--- src/rtl/tx_frame_arbiter_pkg.sv ---
// Shared TX-domain definitions for the frame arbiter:
// state encoding, default timing constants and counter widths.
package tx_frame_arbiter_pkg;

    localparam int IFG_DEFAULT           = 12;
    localparam int START_TIMEOUT_DEFAULT = 64;
    localparam int FRAME_COUNT_W         = 16;

    typedef enum logic [2:0] {
        ST_IDLE      = 3'd0,
        ST_START     = 3'd1,
        ST_WAIT_BUSY = 3'd2,
        ST_SENDING   = 3'd3,
        ST_GAP       = 3'd4
    } tx_state_e;

    function automatic int max_int(input int a, input int b);
        return (a > b) ? a : b;
    endfunction

endpackage

--- src/rtl/tx_frame_arbiter_rr_pick.sv ---
// Combinational round-robin picker: first set request at or after ptr,
// wrapping modulo N. Returns one-hot grant, its index and a valid flag.
module tx_frame_arbiter_rr_pick #(
    parameter  int N  = 2,
    localparam int IW = (N > 1) ? $clog2(N) : 1
) (
    input  logic [N-1:0]  req,
    input  logic [IW-1:0] ptr,
    output logic [N-1:0]  grant,
    output logic [IW-1:0] idx,
    output logic          valid
);

    logic [IW:0]   sum;
    logic [IW-1:0] pos;

    always_comb begin
        grant = '0;
        idx   = '0;
        valid = 1'b0;
        sum   = '0;
        pos   = '0;
        for (int i = 0; i < N; i++) begin
            sum = {1'b0, ptr} + (IW+1)'(i);
            if (sum >= (IW+1)'(N)) begin
                sum = sum - (IW+1)'(N);
            end
            pos = sum[IW-1:0];
            if (!valid && req[pos]) begin
                valid      = 1'b1;
                grant[pos] = 1'b1;
                idx        = pos;
            end
        end
    end

endmodule

--- src/rtl/tx_frame_arbiter.sv ---
// Round-robin arbiter sharing the byte-level Ethernet transmitter among
// frame sources, with inter-frame gap and busy-response watchdog.
module tx_frame_arbiter
    import tx_frame_arbiter_pkg::*;
#(
    parameter  int NREQ          = 2,
    parameter  int IFG_CYCLES    = IFG_DEFAULT,
    parameter  int START_TIMEOUT = START_TIMEOUT_DEFAULT,
    localparam int SW            = (NREQ > 1) ? $clog2(NREQ) : 1,
    localparam int CW            = $clog2(max_int(IFG_CYCLES, START_TIMEOUT) + 1)
) (
    input  logic                     clk125MHz,
    input  logic                     RST,
    input  logic [NREQ-1:0]          req,
    input  logic                     pause,
    input  logic                     busy,
    output logic [NREQ-1:0]          ack,
    output logic [SW-1:0]            sel,
    output logic                     start_sending,
    output logic                     active,
    output logic                     timeout_err,
    output logic [FRAME_COUNT_W-1:0] frame_count
);

    tx_state_e       state_q;
    tx_state_e       state_d;
    logic [CW-1:0]   cnt_q;
    logic [SW-1:0]   rr_ptr_q;
    logic [NREQ-1:0] pick_grant;
    logic [SW-1:0]   pick_idx;
    logic            pick_valid;
    logic            grant_now;
    logic            wd_expire;
    logic            gap_done;
    logic            counting;

    tx_frame_arbiter_rr_pick #(
        .N (NREQ)
    ) u_rr_pick (
        .req   (req),
        .ptr   (rr_ptr_q),
        .grant (pick_grant),
        .idx   (pick_idx),
        .valid (pick_valid)
    );

    assign grant_now = (state_q == ST_IDLE) && !pause && !busy
                       && pick_valid;
    assign wd_expire = (state_q == ST_WAIT_BUSY) && !busy
                       && (cnt_q == CW'(START_TIMEOUT - 1));
    assign gap_done  = (state_q == ST_GAP)
                       && (cnt_q == CW'(IFG_CYCLES - 1));
    assign counting  = (state_q == ST_WAIT_BUSY) || (state_q == ST_GAP);

    // Fires in the last allowed WAIT_BUSY cycle; a late busy still wins.
    assign timeout_err = wd_expire;

    always_comb begin
        state_d = state_q;
        unique case (state_q)
            ST_IDLE: begin
                if (grant_now) begin
                    state_d = ST_START;
                end
            end
            ST_START: begin
                state_d = ST_WAIT_BUSY;
            end
            ST_WAIT_BUSY: begin
                if (busy) begin
                    state_d = ST_SENDING;
                end else if (wd_expire) begin
                    state_d = ST_GAP;
                end
            end
            ST_SENDING: begin
                if (!busy) begin
                    state_d = ST_GAP;
                end
            end
            ST_GAP: begin
                if (gap_done) begin
                    state_d = ST_IDLE;
                end
            end
            default: begin
                state_d = ST_IDLE;
            end
        endcase
    end

    always_ff @(posedge clk125MHz or posedge RST) begin
        if (RST) begin
            state_q       <= ST_IDLE;
            cnt_q         <= '0;
            rr_ptr_q      <= '0;
            ack           <= '0;
            sel           <= '0;
            start_sending <= 1'b0;
            active        <= 1'b0;
            frame_count   <= '0;
        end else begin
            state_q       <= state_d;
            start_sending <= grant_now;
            ack           <= grant_now ? pick_grant : '0;
            active        <= (state_d != ST_IDLE);

            // Shared counter restarts on every state entry.
            if ((state_d != state_q) || !counting) begin
                cnt_q <= '0;
            end else begin
                cnt_q <= cnt_q + 1'b1;
            end

            if (grant_now) begin
                sel <= pick_idx;
            end

            if (state_q == ST_START) begin
                if (sel == SW'(NREQ - 1)) begin
                    rr_ptr_q <= '0;
                end else begin
                    rr_ptr_q <= sel + 1'b1;
                end
            end

            if ((state_q == ST_WAIT_BUSY) && busy) begin
                frame_count <= frame_count + 1'b1;
            end
        end
    end

endmodule

--- config.mk ---
export PLATFORM = sky130hd
export DESIGN_NAME = tx_frame_arbiter
export DESIGN_NICKNAME = d
export VERILOG_FILES = /design/src/rtl/tx_frame_arbiter_pkg.sv /design/src/rtl/tx_frame_arbiter_rr_pick.sv /design/src/rtl/tx_frame_arbiter.sv
export SDC_FILE = /design/constraint.sdc
export NUM_CORES = 1
export LEC_CHECK = 0
export ABC_AREA = 1
export CAP_MARGIN = 30
export CORE_UTILIZATION = 42
export CTS_BUF_LIST = sky130_fd_sc_hd__clkbuf_8
export DETAILED_ROUTE_END_ITERATION = 7
export PLACE_DENSITY = 0.66
export SETUP_SLACK_MARGIN = 0.02
export SYNTH_ARGS = -nofsm -noshare
export SYNTH_HDL_FRONTEND = slang
export SYNTH_SLANG_ARGS = --single-unit
--- constraint.sdc ---
create_clock -name clk125MHz -period 1.67 [get_ports clk125MHz]
set_input_delay 0.334 -clock clk125MHz [delete_from_list [all_inputs] [get_ports clk125MHz]]
set_output_delay 0.334 -clock clk125MHz [all_outputs]
set_load 0.01 [all_outputs]
==> impl_metrics.csv <==
group,metric,value,unit
grt,grt_max_degree,33,
route,wl_met2,1752,um
yosys,synthesis.nets,188,
clock_tree,cts_hold_buf,0,
worst_hold_path,hold_class,"input port to asynchronous set/reset pin",
yosys,syn_inst,180,
die,dieArea,4009,sq um
yosys,ys_ff_latch,32,
timing,slew_violations,0,
die,coreArea,3468,sq um
setup_path,cp-start-kind,"register",
yosys,yosysTopAreaCell,"dfrtp_1",
layout,finalNonFillerCells,287,
layout,synthToLayoutAreaGrowth,41.76,%
setup_path,worstReg2RegEnd,"cnt_q[5]$_DFF_PP0_",
run_status,status,"complete, no violations",
yosys,synth_area_per_cell,8.772,sq um
route,route.met3.wl,173,um
layout,n_antenna_cell,0,
setup_path,r2r-start,"cnt_q[0]$_DFF_PP0_",
timing,fin_crit,1623,ps
clock_tree,clk_latency,280,ps
setup_path,endpoint,"timeout_err",
route,vias,1391,
yosys,syn-cell-area,1579,sq um
yosys,netlist.area_leader.share,50.71,%
die,fp.dieH,63.32,um
timing,setup_tns,0,ps
setup_path,critPathBufInv,2,
layout,seqCellArea,804.5,sq um
setup_path,cp.arrival,1290,ps
grt,grt_pass1_vias,1393,
clock_tree,cts_buffers,5,
setup_path,worstRegToRegCells,10,
route,wl,3390,um
place,dp_hpwl,2460,um
setup_path,critical_path_class,"register to output pin",
setup_path,cpMaxStageDelayCell,"dfrtp_1",
layout,multi_input_area,703.2,sq um
pwr,cellLeakagePower,1.098,nW
layout,final_util,64.54,%
place,gp_congestion,0.8946,
place,place_inst,273,
setup_path,crit_cells,6,
route,ant_nets,0,
setup_path,crit_chain,"ha_2 -> nand3_4 -> nor2_4 -> nand3_2 -> inv_1 -> buf_2",
grt,globalRoute.totalOverflow,0,
grt,grt_pass1_wl,6023,um
die,rows,21,
yosys,yosys_warnings,0,
timing,hold_viol,0,
yosys,ys_types,18,
clock_tree,cts-root-buf,"clkbuf_8",
route,route.detailed.drc,0,
flow_run,max-cap-violations,0,
layout,drive_gt1_share,23.65,%
grt,antenna_found_initial,0,
clock_tree,path_clk_slew,70,ps
die,io_pins,28,
setup_path,worstPathMaxFanout,2,
route,routedWlPerCell,11.81,um
timing,finalClockSkew,6.499,ps
setup_path,r2r_slack,130,ps
yosys,yosysSeqAreaShare,50.71,%
layout,nets,248,
setup_path,worstSetupStartpoint,"cnt_q[0]$_DFF_PP0_",
route,met1_length,1414,um
setup_path,slowest_delay,360,ps
route,via_per_inst,4.847,
timing,fmax,0.6162,GHz
timing,finalSetupViolCount,0,
setup_path,crit_family,"flip-flops",
clock_tree,clockBufferDepth,2,
clock_tree,htreeDepth,2,
grt,grt_use_total,19.57,%
route,topRoutingLayerUsed,"met4",
place,io_buffers,27,
pwr,peakVddDrop,880.8,uV
timing,rsz0062_at_grt,"true",
setup_path,endpoint_kind,"output pin",
die,fp.dieW,63.32,um
pwr,power.density,1292,nW/um^2
clock_tree,cts_sinks,32,
setup_path,required,1340,ps
timing,worst_pin_slew,400.9,ps
clock_tree,tritoncts,"done",
layout,fill_cells,294,
timing,max_slew_margin,73.27,%
yosys,yosys-top-cells-area,"dfrtp_1 51%, nand2_1 8.3%, nor2_1 6.9%",
die,initial_core_util,45.53,%
route,drt_iter0_markers,65,
route,firstDrtPassIters,4,
timing,min_period_over_period,97.18,%
## area by class of cell
class                      instances  share of cell area [%]
clock buffer                       5                   3.074
sequential                        32                   35.94
timing repair buffer              53                   20.57
clock inverter                     3                   1.733
multi-input combinational        120                   31.41
tap                               46                   2.571
inverter                          28                   4.695
## worst min path at each step
| stage | slack, ps | depth (start not counted) | from | to |
|---|---|---|---|---|
| floorplan | 430 | 1 | cnt_q[0]$_DFF_PP0_ | cnt_q[0]$_DFF_PP0_ |
| global placement | 470 | 2 | rr_ptr_q$_DFFE_PP0P_ | rr_ptr_q$_DFFE_PP0P_ |
| detailed placement | 470 | 2 | rr_ptr_q$_DFFE_PP0P_ | rr_ptr_q$_DFFE_PP0P_ |
| CTS | 440 | 3 | RST | frame_count[14]$_DFFE_PP0P_ |
| global route | 510 | 3 | RST | cnt_q[3]$_DFF_PP0_ |
| finish | 430 | 3 | RST | cnt_q[3]$_DFF_PP0_ |
## cell usage in the layout, fill, tap and decap left out
| master | synthesis | routed |
|---|---|---|
| ha_1 | 2 | 1 |
| clkinv_2 | 0 | 1 |
| xnor2_1 | 7 | 7 |
| nand2_2 | 2 | 3 |
| dfrtp_2 | 0 | 3 |
| nor3_1 | 5 | 5 |
| nand4_1 | 7 | 7 |
| buf_2 | 0 | 1 |
| xor2_1 | 10 | 10 |
| nor2_8 | 1 | 1 |
| nand2_1 | 35 | 34 |
| nor2_2 | 0 | 1 |
| dfrtp_1 | 32 | 29 |
| o21ai_2 | 1 | 1 |
| o21ai_0 | 4 | 4 |
| inv_2 | 5 | 5 |
| nor2_4 | 1 | 2 |
| nand3_4 | 1 | 3 |
| nand3_2 | 5 | 3 |
| ha_2 | 0 | 1 |
| nor2_1 | 29 | 27 |
| bufinv_16 | 0 | 1 |
| clkdlybuf4s50_1 | 0 | 26 |
| nand3_1 | 10 | 10 |
| clkbuf_8 | 0 | 5 |
| buf_4 | 0 | 26 |
| inv_1 | 23 | 24 |
## worst min-delay path, cell delays in order
cell and delay [ps]:
clkdlybuf4s50_1 400, inv_1 50, buf_4 350
## power by group
group	switching [mW]	total (mW)	internal [mW]
Combinational	0.542	1.06	0.517
Clock	0.291	0.727	0.436
Sequential	0.157	1.11	0.948
Total	0.991	2.89	1.90
## layer usage
layer / global-route usage, % / up-vias
met1: 22.66 / 660
met3: 5.978 / 7
met5: 0 / -
met4: 8.523 / 0
li1: - / 678
met2: 33.20 / 46
## stage by stage
step           total power [mW]  hold WS [ps]  setup WS, ps  instance area (sq um)
4_1_cts                   2.861         440.4         20.76                   2187
6_report                  2.892         432.8         47.12                   2238
5_1_grt                   3.079         510.8        -40.82                   2238
2_1_floorplan             1.622         432.9         284.2                   1579
3_5_place_dp              2.106         474.5        -156.9                   2057
3_3_place_gp              2.057         467.2        -154.9                   2057
## kinds of logic (layout without fill, tap and decap cells)
logic type,after synthesis,after routing,synth area share (%)
simple gates,96,96,29.79
flops,32,32,50.71
buf+inv,28,89,6.656
xor+xnor,17,17,9.429
compound gates,5,5,1.823
fa+ha+maj,2,2,1.585
## cell usage after synthesis
master   instances
nand2_2          2
nand4_1          7
nor2_1          29
inv_2            5
nor2_8           1
xor2_1          10
nand3_1         10
dfrtp_1         32
xnor2_1          7
ha_1             2
o21ai_2          1
nand2_1         35
nand3_4          1
inv_1           23
o21ai_0          4
nand3_2          5
nor3_1           5
nor2_4           1
## flip-flops by register name, indices dropped and copies added (netlist names)
register       cells
ack                2
active             1
cnt_q              7
frame_count       16
rr_ptr_q           1
sel                1
start_sending      1
state_q            3
## what timing repair did
item                                    CTS  global route
endpoints found under the setup margin    1            15
resized for setup                         6             8
buffers inserted                          3             3
pin swaps                                 4             2
No activity file was read; power rests on OpenSTA's default activity.
